## src/rtl/cdb_pkg.sv

```systemverilog
// Shared CDB definitions: default bus geometry and functional-unit index names,
// common to the broadcaster, status table and reservation stations.
package cdb_pkg;

  localparam int CDB_NUM_FU = 4;
  localparam int CDB_TAG_W  = 6;
  localparam int CDB_DATA_W = 32;

  typedef enum logic [1:0] {
    FU_ALU0 = 2'd0,
    FU_ALU1 = 2'd1,
    FU_MUL  = 2'd2,
    FU_LSU  = 2'd3
  } fu_id_e;

endpackage

```

## src/rtl/cdb_broadcaster_if.sv

```systemverilog
// Functional-unit result ports and CDB broadcast bus. The broadcaster uses the
// slave view; the functional units / consumers side uses the master view.
interface cdb_broadcaster_if
  import cdb_pkg::*;
#(
  parameter int NUM_FU = CDB_NUM_FU,
  parameter int TAG_W  = CDB_TAG_W,
  parameter int DATA_W = CDB_DATA_W
);
  localparam int IDX_W = (NUM_FU > 1) ? $clog2(NUM_FU) : 1;

  logic [NUM_FU-1:0]        fu_valid;
  logic [NUM_FU*TAG_W-1:0]  fu_tag;
  logic [NUM_FU*DATA_W-1:0] fu_data;
  logic [NUM_FU-1:0]        fu_ready;
  logic                     cdb_valid;
  logic [TAG_W-1:0]         cdb_tag;
  logic [DATA_W-1:0]        cdb_data;
  logic [IDX_W-1:0]         cdb_src;

  modport master (
    output fu_valid, fu_tag, fu_data,
    input  fu_ready, cdb_valid, cdb_tag, cdb_data, cdb_src
  );

  modport slave (
    input  fu_valid, fu_tag, fu_data,
    output fu_ready, cdb_valid, cdb_tag, cdb_data, cdb_src
  );

endinterface

```

## src/rtl/cdb_broadcaster_arbiter.sv

```systemverilog
// Combinational round-robin arbiter: grants the first requester at or after
// ptr, wrapping modulo N. Also reused by the issue logic.
module rr_arbiter #(
  parameter int N = 4,
  localparam int IW = (N > 1) ? $clog2(N) : 1
) (
  input  logic [N-1:0]  req,
  input  logic [IW-1:0] ptr,
  output logic [N-1:0]  grant,
  output logic [IW-1:0] grant_idx,
  output logic          any
);

  always_comb begin
    int j;
    grant     = '0;
    grant_idx = '0;
    any       = 1'b0;
    j         = 0;
    for (int k = 0; k < N; k++) begin
      j = int'(ptr) + k;
      if (j >= N) j = j - N;
      if (!any && req[IW'(j)]) begin
        any              = 1'b1;
        grant[IW'(j)]    = 1'b1;
        grant_idx        = IW'(j);
      end
    end
  end

endmodule

```

## src/rtl/cdb_broadcaster.sv

```systemverilog
// CDB transmit side: one holding register per functional unit, round-robin
// selection among occupied entries, one registered broadcast per cycle.
module cdb_broadcaster
  import cdb_pkg::*;
#(
  parameter int NUM_FU = CDB_NUM_FU,
  parameter int TAG_W  = CDB_TAG_W,
  parameter int DATA_W = CDB_DATA_W
) (
  input  logic clk,
  input  logic rst,
  input  logic flush,
  cdb_broadcaster_if.slave bus
);

  localparam int IDX_W = (NUM_FU > 1) ? $clog2(NUM_FU) : 1;

  logic [NUM_FU-1:0] occ_p0;
  logic [NUM_FU-1:0] grant;
  logic [NUM_FU-1:0] ready;
  logic [NUM_FU-1:0] accept;
  logic [TAG_W-1:0]  hold_tag_p0  [NUM_FU];
  logic [DATA_W-1:0] hold_data_p0 [NUM_FU];
  logic [IDX_W-1:0]  rr_ptr;
  logic [IDX_W-1:0]  grant_idx;
  logic [IDX_W-1:0]  ptr_next;
  logic              any;

  logic              vld_p1;
  logic [TAG_W-1:0]  tag_p1;
  logic [DATA_W-1:0] data_p1;
  logic [IDX_W-1:0]  src_p1;

  rr_arbiter #(.N(NUM_FU)) u_arb (
    .req       (occ_p0),
    .ptr       (rr_ptr),
    .grant     (grant),
    .grant_idx (grant_idx),
    .any       (any)
  );

  // A granted entry drains at this edge, so it may be refilled in the same cycle.
  assign ready    = {NUM_FU{~rst & ~flush}} & (~occ_p0 | grant);
  assign accept   = bus.fu_valid & ready;
  assign ptr_next = (grant_idx == IDX_W'(NUM_FU - 1)) ? '0 : grant_idx + 1'b1;

  // Stage p0: holding registers
  always_ff @(posedge clk or posedge rst) begin
    if (rst) begin
      occ_p0 <= '0;
    end else if (flush) begin
      occ_p0 <= '0;
    end else begin
      occ_p0 <= (occ_p0 & ~grant) | accept;
    end
  end

  always_ff @(posedge clk) begin
    for (int i = 0; i < NUM_FU; i++) begin
      if (accept[i]) begin
        hold_tag_p0[i]  <= bus.fu_tag[i*TAG_W +: TAG_W];
        hold_data_p0[i] <= bus.fu_data[i*DATA_W +: DATA_W];
      end
    end
  end

  // Stage p1: registered broadcast; payload holds when nothing is granted
  always_ff @(posedge clk or posedge rst) begin
    if (rst) begin
      vld_p1  <= 1'b0;
      tag_p1  <= '0;
      data_p1 <= '0;
      src_p1  <= '0;
      rr_ptr  <= '0;
    end else if (flush) begin
      vld_p1  <= 1'b0;
    end else begin
      vld_p1 <= any;
      if (any) begin
        tag_p1  <= hold_tag_p0[grant_idx];
        data_p1 <= hold_data_p0[grant_idx];
        src_p1  <= grant_idx;
        rr_ptr  <= ptr_next;
      end
    end
  end

  assign bus.fu_ready  = ready;
  assign bus.cdb_valid = vld_p1;
  assign bus.cdb_tag   = tag_p1;
  assign bus.cdb_data  = data_p1;
  assign bus.cdb_src   = src_p1;

endmodule

```

## src/flat_wrapper.sv

```systemverilog
// flat-port wrapper written by rule: the top's interface ports become plain ports
module cdb_broadcaster_flat import cdb_pkg::*;
#(
  parameter int NUM_FU = CDB_NUM_FU,
  parameter int TAG_W  = CDB_TAG_W,
  parameter int DATA_W = CDB_DATA_W
)
  (clk, rst, flush, bus_fu_valid, bus_fu_tag, bus_fu_data, bus_fu_ready, bus_cdb_valid, bus_cdb_tag, bus_cdb_data, bus_cdb_src);
  cdb_broadcaster_if #(.NUM_FU(NUM_FU), .TAG_W(TAG_W), .DATA_W(DATA_W)) bus_i ();
  input  logic clk;
  input  logic rst;
  input  logic flush;
  input wire logic [$bits(bus_i.fu_valid)-1:0] bus_fu_valid;
  input wire logic [$bits(bus_i.fu_tag)-1:0] bus_fu_tag;
  input wire logic [$bits(bus_i.fu_data)-1:0] bus_fu_data;
  output wire logic [$bits(bus_i.fu_ready)-1:0] bus_fu_ready;
  output wire logic [$bits(bus_i.cdb_valid)-1:0] bus_cdb_valid;
  output wire logic [$bits(bus_i.cdb_tag)-1:0] bus_cdb_tag;
  output wire logic [$bits(bus_i.cdb_data)-1:0] bus_cdb_data;
  output wire logic [$bits(bus_i.cdb_src)-1:0] bus_cdb_src;
  assign bus_i.fu_valid = bus_fu_valid;
  assign bus_i.fu_tag = bus_fu_tag;
  assign bus_i.fu_data = bus_fu_data;
  assign bus_fu_ready = bus_i.fu_ready;
  assign bus_cdb_valid = bus_i.cdb_valid;
  assign bus_cdb_tag = bus_i.cdb_tag;
  assign bus_cdb_data = bus_i.cdb_data;
  assign bus_cdb_src = bus_i.cdb_src;
  cdb_broadcaster #(.NUM_FU(NUM_FU), .TAG_W(TAG_W), .DATA_W(DATA_W)) u_core (.clk(clk), .rst(rst), .flush(flush), .bus(bus_i));
endmodule
```

## config.mk

```make
export PLATFORM = sky130hd
export DESIGN_NAME = cdb_broadcaster_flat
export DESIGN_NICKNAME = d
export VERILOG_FILES = /design/src/rtl/cdb_pkg.sv /design/src/rtl/cdb_broadcaster_if.sv /design/src/rtl/cdb_broadcaster_arbiter.sv /design/src/rtl/cdb_broadcaster.sv /design/src/flat_wrapper.sv
export SDC_FILE = /design/constraint.sdc
export NUM_CORES = 1
export LEC_CHECK = 0
export ABC_CLOCK_PERIOD_IN_PS = 5900
export CAP_MARGIN = 30
export CELL_PAD_IN_SITES_DETAIL_PLACEMENT = 1
export CELL_PAD_IN_SITES_GLOBAL_PLACEMENT = 1
export CORE_ASPECT_RATIO = 0.8
export CORE_MARGIN = 5
export CORE_UTILIZATION = 41
export DETAILED_ROUTE_END_ITERATION = 16
export GPL_TIMING_DRIVEN = 0
export PLACE_DENSITY_LB_ADDON = 0.08
export SYNTH_ARGS = -nofsm -noshare
export SYNTH_HDL_FRONTEND = slang
export SYNTH_SLANG_ARGS = --single-unit
```

## constraint.sdc

```tcl
create_clock -name clk -period 5.9 [get_ports clk]
set_input_delay 1.18 -clock clk [delete_from_list [all_inputs] [get_ports clk]]
set_output_delay 1.18 -clock clk [all_outputs]
set_load 0.05 [all_outputs]
```

== Word level (Yosys, flattened, before mapping) ==
Memories as Yosys holds them, arrays and structs flattened. A register that Yosys moved wholly into a read port is not among the register bits.
Index checks and enable logic that the tools add are counted.

* Reductions and logical operators: 11
* Add/sub/neg operators: 8
* Muxes and demuxes: 47
* Magnitude comparators: 12
* Bitwise logic cells: 13
* Equal/unequal tests: 1

{| class="wikitable"
|+ Operators with widths
! operator !! count
|-
| two-way mux 1 bit || 25
|-
| two-way mux 4 bit || 5
|-
| bitwise OR 4 bit || 5
|-
| two-way mux 2 bit || 9
|-
| less-than comparator 2 x 4 -> 1 bit (second input constant) || 4
|-
| AND 4 bit || 3
|-
| >= comparator 3 bit (second input constant) || 3
|-
| binary-select mux 1 bit (select 2 bit) || 4
|-
| demux 1 bit (select 2 bit) || 4
|-
| >= comparator 2 x 1 -> 1 bit (second input constant) || 4
|-
| inverter 4 bit || 2
|-
| subtractor 2 x 1 -> 2 bit (second input constant) || 4
|-
| logical AND 1 bit || 7
|-
| adder 2 x 2 -> 3 bit (second input constant) || 2
|-
| adder 2 x 1 -> 3 bit (second input constant) || 1
|-
| >= comparator 2 x 3 -> 1 bit (second input constant) || 1
|-
| logical NOT 1 bit || 3
|-
| adder 2 x 1 -> 2 bit (second input constant) || 1
|-
| == test 2 bit (second input constant) || 1
|-
| inverter 1 bit || 2
|-
| AND reduction 2 bit || 1
|-
| AND 1 bit || 1
|}

* Memories: 2
* Logic and storage cells: 98
* Output and inout bits: 45
* Memory bits (writable): 152
* Bits in registers: 9

{| class="wikitable"
|+ Memories
! name !! words !! width !! read ports !! clocked after Yosys merged registers in !! write ports !! RTL line !! RTL
|-
| u_core.hold_data_p0 || 4 || 32 || 1 || 1 || 4 || cdb_broadcaster.sv:23 || <nowiki>logic [DATA_W-1:0] hold_data_p0 [NUM_FU];</nowiki>
|-
| u_core.hold_tag_p0 || 4 || 6 || 1 || 1 || 4 || cdb_broadcaster.sv:22 || <nowiki>logic [TAG_W-1:0] hold_tag_p0 [NUM_FU];</nowiki>
|}

== Logic depth before layout (Yosys ltp) ==
Gate-level depths: netlist of the first run.

* Depth after elaboration: 20
* Gate-level depth with buffers: 16

== Cells and area by module ==
Synthesis of the first run repeated with hierarchy kept, for this count alone.

* Cell total of the unflattened synthesis: 381
* Area, all modules: 7998.9 um^2

{| class="wikitable"
|+ Modules (own cells, without submodules)
! module !! cells each !! instances !! area an instance (um^2)
|-
| cdb_broadcaster || 318 || 1 || 7498.4
|-
| rr_arbiter || 63 || 1 || 500.5
|}

== Least setup slack after synthesis of the first run ==
OpenSTA, ideal clock, no wires.

* Kind: flip-flop to flip-flop
* Start point: register u_core.rr_ptr[0]
* End point: memory u_core.hold_data_p0[0][0] in the netlist's numbering, enable pin
* Stages on the path, launching flop included: 14
* Setup time: 399 ps
* Buffers on the path: 5
* Clock period less this slack: 5650 ps
* Setup slack: 250 ps
* Arrival: 5251 ps
* Cell sequence: dfrtp_1 > buf_4 > clkbuf_1 > inv_1 > clkbuf_1 > clkbuf_1 > ha_1 > clkbuf_1 > or3b_2 > a211o_1 > o31ai_1 > a21oi_1 > nor3_1 > and2_1

{| class="wikitable"
|+ RTL lines
! item !! RTL line !! RTL
|-
| start: declaration || cdb_broadcaster.sv:24 || <nowiki>logic [IDX_W-1:0] rr_ptr;</nowiki>
|-
| start signal: assignment || cdb_broadcaster.sv:83 || <nowiki>rr_ptr <= ptr_next;</nowiki>
|-
| end: declaration || cdb_broadcaster.sv:23 ||
|}

== Worst setup path in the final report of the first run ==
* Start point: register u_core.rr_ptr[0]
* End point: output port bus_fu_ready[2]

* Word-level cells in the longest chain between the ends: 17
* Elaborated cells on any way between the ends: 65

{| class="wikitable"
|+ RTL lines
! item !! RTL line !! RTL
|-
| parallel branches: the longest is 14 deep, another holds less-than comparator 2 x 4 -> 1 bit || - ||
|-
| two-way mux 4 bit (*) || cdb_broadcaster_arbiter.sv:23 || <nowiki>if (!any && req[IW'(j)]) begin</nowiki>
|-
| bitwise OR 4 bit (*) || cdb_broadcaster.sv:43 || <nowiki>assign ready = {NUM_FU{~rst & ~flush}} & (~occ_p0 | grant);</nowiki>
|-
| AND 4 bit (*) || cdb_broadcaster.sv:43 ||
|-
| end: declaration || flat_wrapper.sv:16 || <nowiki>output wire logic [$bits(bus_i.fu_ready)-1:0] bus_fu_ready;</nowiki>
|}

Every way passes the cells marked *. The select of a mux whose other input is x is not followed.

==> qor.txt, run 1 <==
initial antenna violation count -> 2
All-Layer GR Usage -> 0.2439
most frequent cells in the layout -> clkdlybuf4s50_1 (198), edfxtp_1 (152), a221oi_1 (61), clkbuf_1 (55), dfrtp_1 (47)
slew margin rel. -> 0.4097
Worst Path Required -> 4.72 ns
register area share after synthesis -> 0.5906
root buffer cell -> clkbuf_16
DRC violations left -> 0
number of synthesized flops with an enable pin -> 152
Mapped Cells -> 737
Fmax -> 179.6 MHz
met1 Usage GRT -> 0.3402
Pwr Density -> 504.2 nW/µm²
leading cell type in the layout, fill and taps excluded -> clkdlybuf4s50_1
worst vdd ir -> 0.3144 mV
worst hold start -> u_core.bus.cdb_data[7]
measured slew at the worst slew-check pin -> 0.8608 ns
number of clock sinks -> 199
Routed WL -> 33.31 mm
Vias/cell -> 6.111
largest net degree at the start of global routing -> 28
layout cells sized above 1 -> 0.1117
global-route wire length before repair -> 50.58 mm
CP endpoint kind -> primary output
area grow syn2layout -> 32.11%
CP Buf/Inv Count -> 6
CTS tree -> built
Crit-path slowest cell -> clkdlybuf4s15_1
Worst-path clk slew -> 0.07 ns
Slew Limit Fails -> 0
Reg2Reg Launch Point -> u_core.rr_ptr[0]
final setup vio count -> 0
Layout Cells excl Fill -> 1289
syn avg cell area -> 13.19 µm²
Clock Path Buffers -> 2
critical path startpoint -> u_core.rr_ptr[0]
CTS Buf Count -> 17
RD Place Congestion -> 0.8254
Setup TNS -> 0 ns
setup ws final -> 0.3318 ns
final hold viol count -> 0
top cell type's share of synthesized area -> 0.4696
Chip Width -> 182.2 µm
critical path's most frequent cell -> buf_2
GRT Residual Overflow -> 0
htree depth -> 4
crit-path leading delay family -> buffers and inverters
RSZ-0062 raised after global routing -> no
number of cells after detailed placement -> 1256
Final Cycle Share -> 0.9438
vias -> 7877
layout net count -> 1131
Post-DRT Antenna Nets -> 0
Max Fanout on Critical Path -> 22
status -> completed
synthesized area -> 9721 µm²
clk_lat worst skew -> 0.45 ns
Avg WL per Cell -> 25.84 µm
FP Rows -> 50
most used routing layer in global routing -> met2
DP HPWL -> 24.03 mm
CTS Hold Bufs -> 0
Post-synth top flop -> edfxtp_1
slowest cell delay on critical path -> 0.56 ns
vias in the first global route -> 8404
Ys Warns -> 0
dpl ws -> -0.5184 ns
post-layout min period -> 5.568 ns
MaxCap Viol Count -> 0
Die H -> 147.7 µm
Iter 0 DRT Violations -> 641
met3 usage -> 0.04379
Ports -> 204
worst hold path type -> flop to flop
Netlist cell types -> 52
Critical Path Start Type -> flop
Cell Chain, Critical Path -> buf_4, buf_2, inv_1, buf_2, ha_1, mux4_2, nor2b_1, buf_2, o2111ai_1, and4_1, nor3_1, clkdlybuf4s15_1
Leakage -> 4.410 nW
WP data arrival -> 4.39 ns
Die Area -> 26910 µm²
Detailed Routing Iterations Pass 1 -> 5
leading area contributor after synthesis -> edfxtp_1
synthesized flop and latch total -> 199
Synth async-reset ratio -> 0.2362
Design Area, Final -> 12840 µm²
Worst Clk Skew -> 0.01236 ns
Initial Util -> 0.4155
Area contributors post-synth -> edfxtp_1 (47%), dfrtp_1 (12%), a221oi_1 (5.5%), mux2_4 (4.3%), o221a_1 (3.2%)
Setup Crit Path Kind -> flop to primary output
Area after DPL -> 12250 µm²
Design Power -> 6.475 mW
Core Footprint -> 23400 µm²
PortBufs -> 202
syn_nets -> 905
met2 usage -> 0.3947
==> flip-flops by register name, summed over array words and instances, names as in the netlist <==
signal	flops
u_core.bus.cdb_src	2
u_core.rr_ptr	2
u_core.occ_p0	4
u_core.bus.cdb_valid	1
u_core.bus.cdb_data	32
u_core.hold_data_p0	128
u_core.bus.cdb_tag	6
u_core.hold_tag_p0	24
==> logic make-up after synthesis <==
| family | share of synthesized area |
|---|---|
| and+or+nand+nor | 0.07672 |
| muxes | 0.06088 |
| buffers and inverters | 0.04582 |
| AOI/OAI and AO/OA | 0.2144 |
| adders and majority gates | 0.01158 |
| DFF | 0.5906 |
==> layout make-up <==
class                   instances  area, µm²
diodes                          1      2.502
well taps                     312      390.4
multi-input cells             437       3540
inverters                      23      86.33
plain buffers                  77      359.1
clock buffers                  20      446.7
fillers                      2389      10560
clock inverters                12      142.6
flip-flops and latches        199       5741
repair buffers                208       2135
==> final timing paths <==
| check | slack (ns) | cells after the start | endpoint |
|---|---|---|---|
| max | 0.33 | 12 | bus_fu_ready[2] |
| min in group asynchronous | 1.31 | 2 | u_core.occ_p0[1] |
| min reg2reg | 0.48 | 2 | u_core.bus.cdb_data[7] |
| max in group asynchronous | 4.01 | 3 | u_core.bus.cdb_data[30] |
| max reg2reg | 1.16 | 13 | u_core.hold_tag_p0[0][1] |
| min | 0.48 | 2 | u_core.bus.cdb_data[7] |
==> report_power, final <==
group          internal [mW]  switching, mW  total, mW
sequential              1.71          0.129       1.84
clock                  0.646          0.545       1.19
combinational           1.30           2.15       3.45
==> through the flow <==
stage                     utilization  hold WS [ns]
after floorplan                     -        0.5837
after global placement         0.5186        0.4720
after detailed placement       0.5234        0.4709
after CTS                      0.5488        0.4901
after global routing           0.5489        0.5069
final                          0.5489        0.4846
==> worst register-to-register path, stage by stage (launching register included) <==
cell      delay, ns
dfrtp_1        0.44
buf_4          0.21
buf_2          0.22
inv_1          0.20
buf_2          0.46
ha_1           0.39
clkbuf_1       0.27
or3b_2         0.52
a211o_1        0.26
o31ai_1        0.21
a21oi_1        0.13
nor3_1         0.26
and2_2         0.58
buf_12         0.26
==> timing repair <==
action / in CTS / in global routing
setup endpoints to repair: 4 / 4
buffers inserted: 0 / 0
hold endpoints to repair: 0 / 0
resized for setup: 13 / 6
==> cell usage after synthesis (4+ instances only) <==
cell type / instances
a211oi_1: 16
nor3_1: 4
a22oi_1: 8
clkbuf_1: 57
nor3b_1: 31
inv_1: 23
edfxtp_1: 152
buf_2: 15
o21ai_0: 27
o211ai_1: 38
nand2b_1: 4
nor2b_1: 5
nand3_1: 14
nand2_1: 38
mux2_4: 28
dfrtp_1: 47
a311oi_1: 30
o31ai_1: 10
a221oi_1: 61
a21oi_1: 11
nor2_1: 10
nand4_1: 9
a221o_1: 10
mux2i_1: 7
o221a_1: 28
and2_1: 6
ha_1: 9
==> layer usage <==
layer	vias to the layer above	routed length, µm
met5	-	13
met4	2	526
met3	35	1981
met2	347	15950
met1	4012	14840
li1	3481	-
No activity file was read; power rests on OpenSTA's default activity.
==> run 2, diff against run 1 <==
--- a/config.mk
+++ b/config.mk
@@ -11,10 +11,12 @@
 export CELL_PAD_IN_SITES_GLOBAL_PLACEMENT = 1
 export CORE_ASPECT_RATIO = 0.8
 export CORE_MARGIN = 5
-export CORE_UTILIZATION = 41
+export CORE_UTILIZATION = 51
 export DETAILED_ROUTE_END_ITERATION = 16
+export DONT_BUFFER_PORTS = 1
 export GPL_TIMING_DRIVEN = 0
 export PLACE_DENSITY_LB_ADDON = 0.08
+export SKIP_CTS_REPAIR_TIMING = 1
 export SYNTH_ARGS = -nofsm -noshare
 export SYNTH_HDL_FRONTEND = slang
 export SYNTH_SLANG_ARGS = --single-unit
==> qor.txt, run 2 (same netlist as run 1, synthesis figures left out) <==
WHS -> 0.6143 ns (+0.1297 ns)
MaxCap Viol Count -> 0 (unchanged)
final setup vio count -> 0 (unchanged)
measured slew at the worst slew-check pin -> 1.097 ns (+0.2358 ns)
Setup Crit Path Kind -> flop to primary output
Biggest register -> u_core.hold_data_p0
GRT Residual Overflow -> 0 (unchanged)
CTS tree -> built
initial antenna violation count -> 9 (+7)
Ports -> 204 (unchanged)
Max Fanout on Critical Path -> 13 (-41%)
status -> completed
htree depth -> 4 (unchanged)
Worst-path clk slew -> 0.08 ns (about the same)
Final Util -> 0.5732 (+0.02432)
global-route wire length before repair -> 47.53 mm (-6.0%)
FP Rows -> 45 (-10%)
clk_lat worst skew -> 0.45 ns (about the same)
final hold viol count -> 0 (unchanged)
area grow syn2layout -> 11.22%
Leakage -> 3.628 nW (-18%)
RD Place Congestion -> 0.8250 (about the same)
Worst Clk Skew -> 0.01270 ns (+0.0003428 ns)
DP HPWL -> 22.01 mm (-8.4%)
Setup TNS -> 0 ns (unchanged)
DRC violations left -> 0 (unchanged)
Detailed Routing Iterations Pass 1 -> 5 (unchanged)
Chip Width -> 164.4 µm (-9.8%)
Fillers -> 1866 (-22%)
Die Area -> 21940 µm² (-18%)
Core Footprint -> 18860 µm² (-19%)
worst hold path type -> input port to asynchronous set/reset pin
root buffer cell -> clkbuf_16
PortBufs -> 0 (-100%)
layout cells sized above 1 -> 0.1447 (+0.03302)
WP data arrival -> 4.47 ns (+0.08 ns)
Clock Path Buffers -> 2 (unchanged)
Fmax -> 177.0 MHz (-1.5%)
largest net degree at the start of global routing -> 31 (+11%)
Design Power -> 6.124 mW (-5.4%)
max FFs per register -> 128 (unchanged)
Final Cycle Share -> 0.9578 (+0.01399)
combined area of the multi-input logic cells -> 3562 µm² (+0.64%)
Vias/cell -> 7.042 (+15%)
vias in the first global route -> 7735 (-8.0%)
Post-DRT Antenna Nets -> 0 (unchanged)
CP endpoint kind -> primary output
All-Layer GR Usage -> 0.2837 (+0.03978)
leading cell type in the layout, fill and taps excluded -> edfxtp_1
number of clock sinks -> 199 (unchanged)
vias -> 7295 (-7.4%)
CTS Buf Count -> 17 (unchanged)
Slew Limit Fails -> 0 (unchanged)
Pwr Density -> 566.4 nW/µm² (+12%)
Die H -> 133.5 µm (-9.6%)
Reg area -> 5741 µm² (unchanged)
RSZ-0062 raised after global routing -> no
layout net count -> 929 (-18%)
most frequent cells in the layout -> edfxtp_1 (152), a221oi_1 (61), clkbuf_1 (54), dfrtp_1 (47)
worst vdd ir -> 0.2314 mV (-26%)
Critical Path Start Type -> flop
Iter 0 DRT Violations -> 652 (+1.7%)
Avg WL per Cell -> 30.10 µm (+16%)
Routed WL -> 31.19 mm (-6.4%)
post-layout min period -> 5.651 ns (+0.08253 ns)
Initial Util -> 0.5154 (+0.09990)
slew margin rel. -> 0.2633 (-0.1464)
Worst Path Required -> 4.72 ns (about the same)
## run 2: changes by cell type in the layout (fill, tap and decap cells not counted), moves of 3 or more
cell             before  now
inv_8                 1    4
clkbuf_2              1    4
diode_2               1    4
clkdlybuf4s50_1     198    0
nor3_1                4    1
## run 2: final cells by class
cell class,instances,area share
clock inverter,14,0.01678
antenna,4,0.0009258
sequential,199,0.5310
clock buffer,18,0.03969
buffer,78,0.03368
inverter,23,0.007985
multi-input combinational,437,0.3295
tap,258,0.02986
timing repair buffer,5,0.01065
## run 2: metrics by stage
stage / instances / worst slack [ns] / instance area, µm²
finish: 1036 / 0.2492 / 10810
global route: 1034 / 0.01553 / 10810
CTS: 1032 / -0.4695 / 10790
detailed placement: 1000 / -0.06149 / 10180
global placement: 995 / -1.152 / 10040
floorplan: 737 / 0.2505 / 9721
## run 2: final timing paths
check / startpoint / to / slack, ns / cells after the start
max: u_core.rr_ptr[0] / bus_fu_ready[2] / 0.25 / 12
min: rst / u_core.bus.cdb_tag[0] / 0.61 / 1
max reg2reg: u_core.rr_ptr[0] / u_core.hold_data_p0[3][31] / 0.64 / 14
min reg2reg: u_core.hold_tag_p0[3][2] / u_core.bus.cdb_tag[2] / 0.63 / 2
max in group asynchronous: rst / u_core.bus.cdb_valid / 4.71 / 2
min in group clk: u_core.hold_tag_p0[3][2] / u_core.bus.cdb_tag[2] / 0.63 / 2
## run 2: worst max-delay path, cell delays in order (launching register included)
cell       delay (ns)
dfrtp_1          0.44
buf_4            0.24
clkbuf_2         0.27
inv_1            0.16
clkbuf_2         0.26
clkbuf_2         0.31
ha_1             0.46
mux4_2           0.45
nor2b_1          0.14
buf_2            0.21
o2111ai_1        0.12
and4_1           0.28
nor3_2           0.67
## run 2: per-layer routing
layer | wire (µm) | global-route usage | share of wire
met1 | 12950 | 0.3840 | 0.42
met2 | 15080 | 0.4564 | 0.48
met3 | 2583 | 0.07918 | 0.083
met4 | 482 | 0.06893 | 0.015
met5 | 86 | 0 | 0.0028
## run 2: power by group
| group | internal, mW | switching (mW) | leakage, nW |
|---|---|---|---|
| sequential | 1.70 | 0.624 | 1.93 |
| combinational | 0.990 | 1.59 | 1.40 |
| clock | 0.646 | 0.581 | 0.296 |
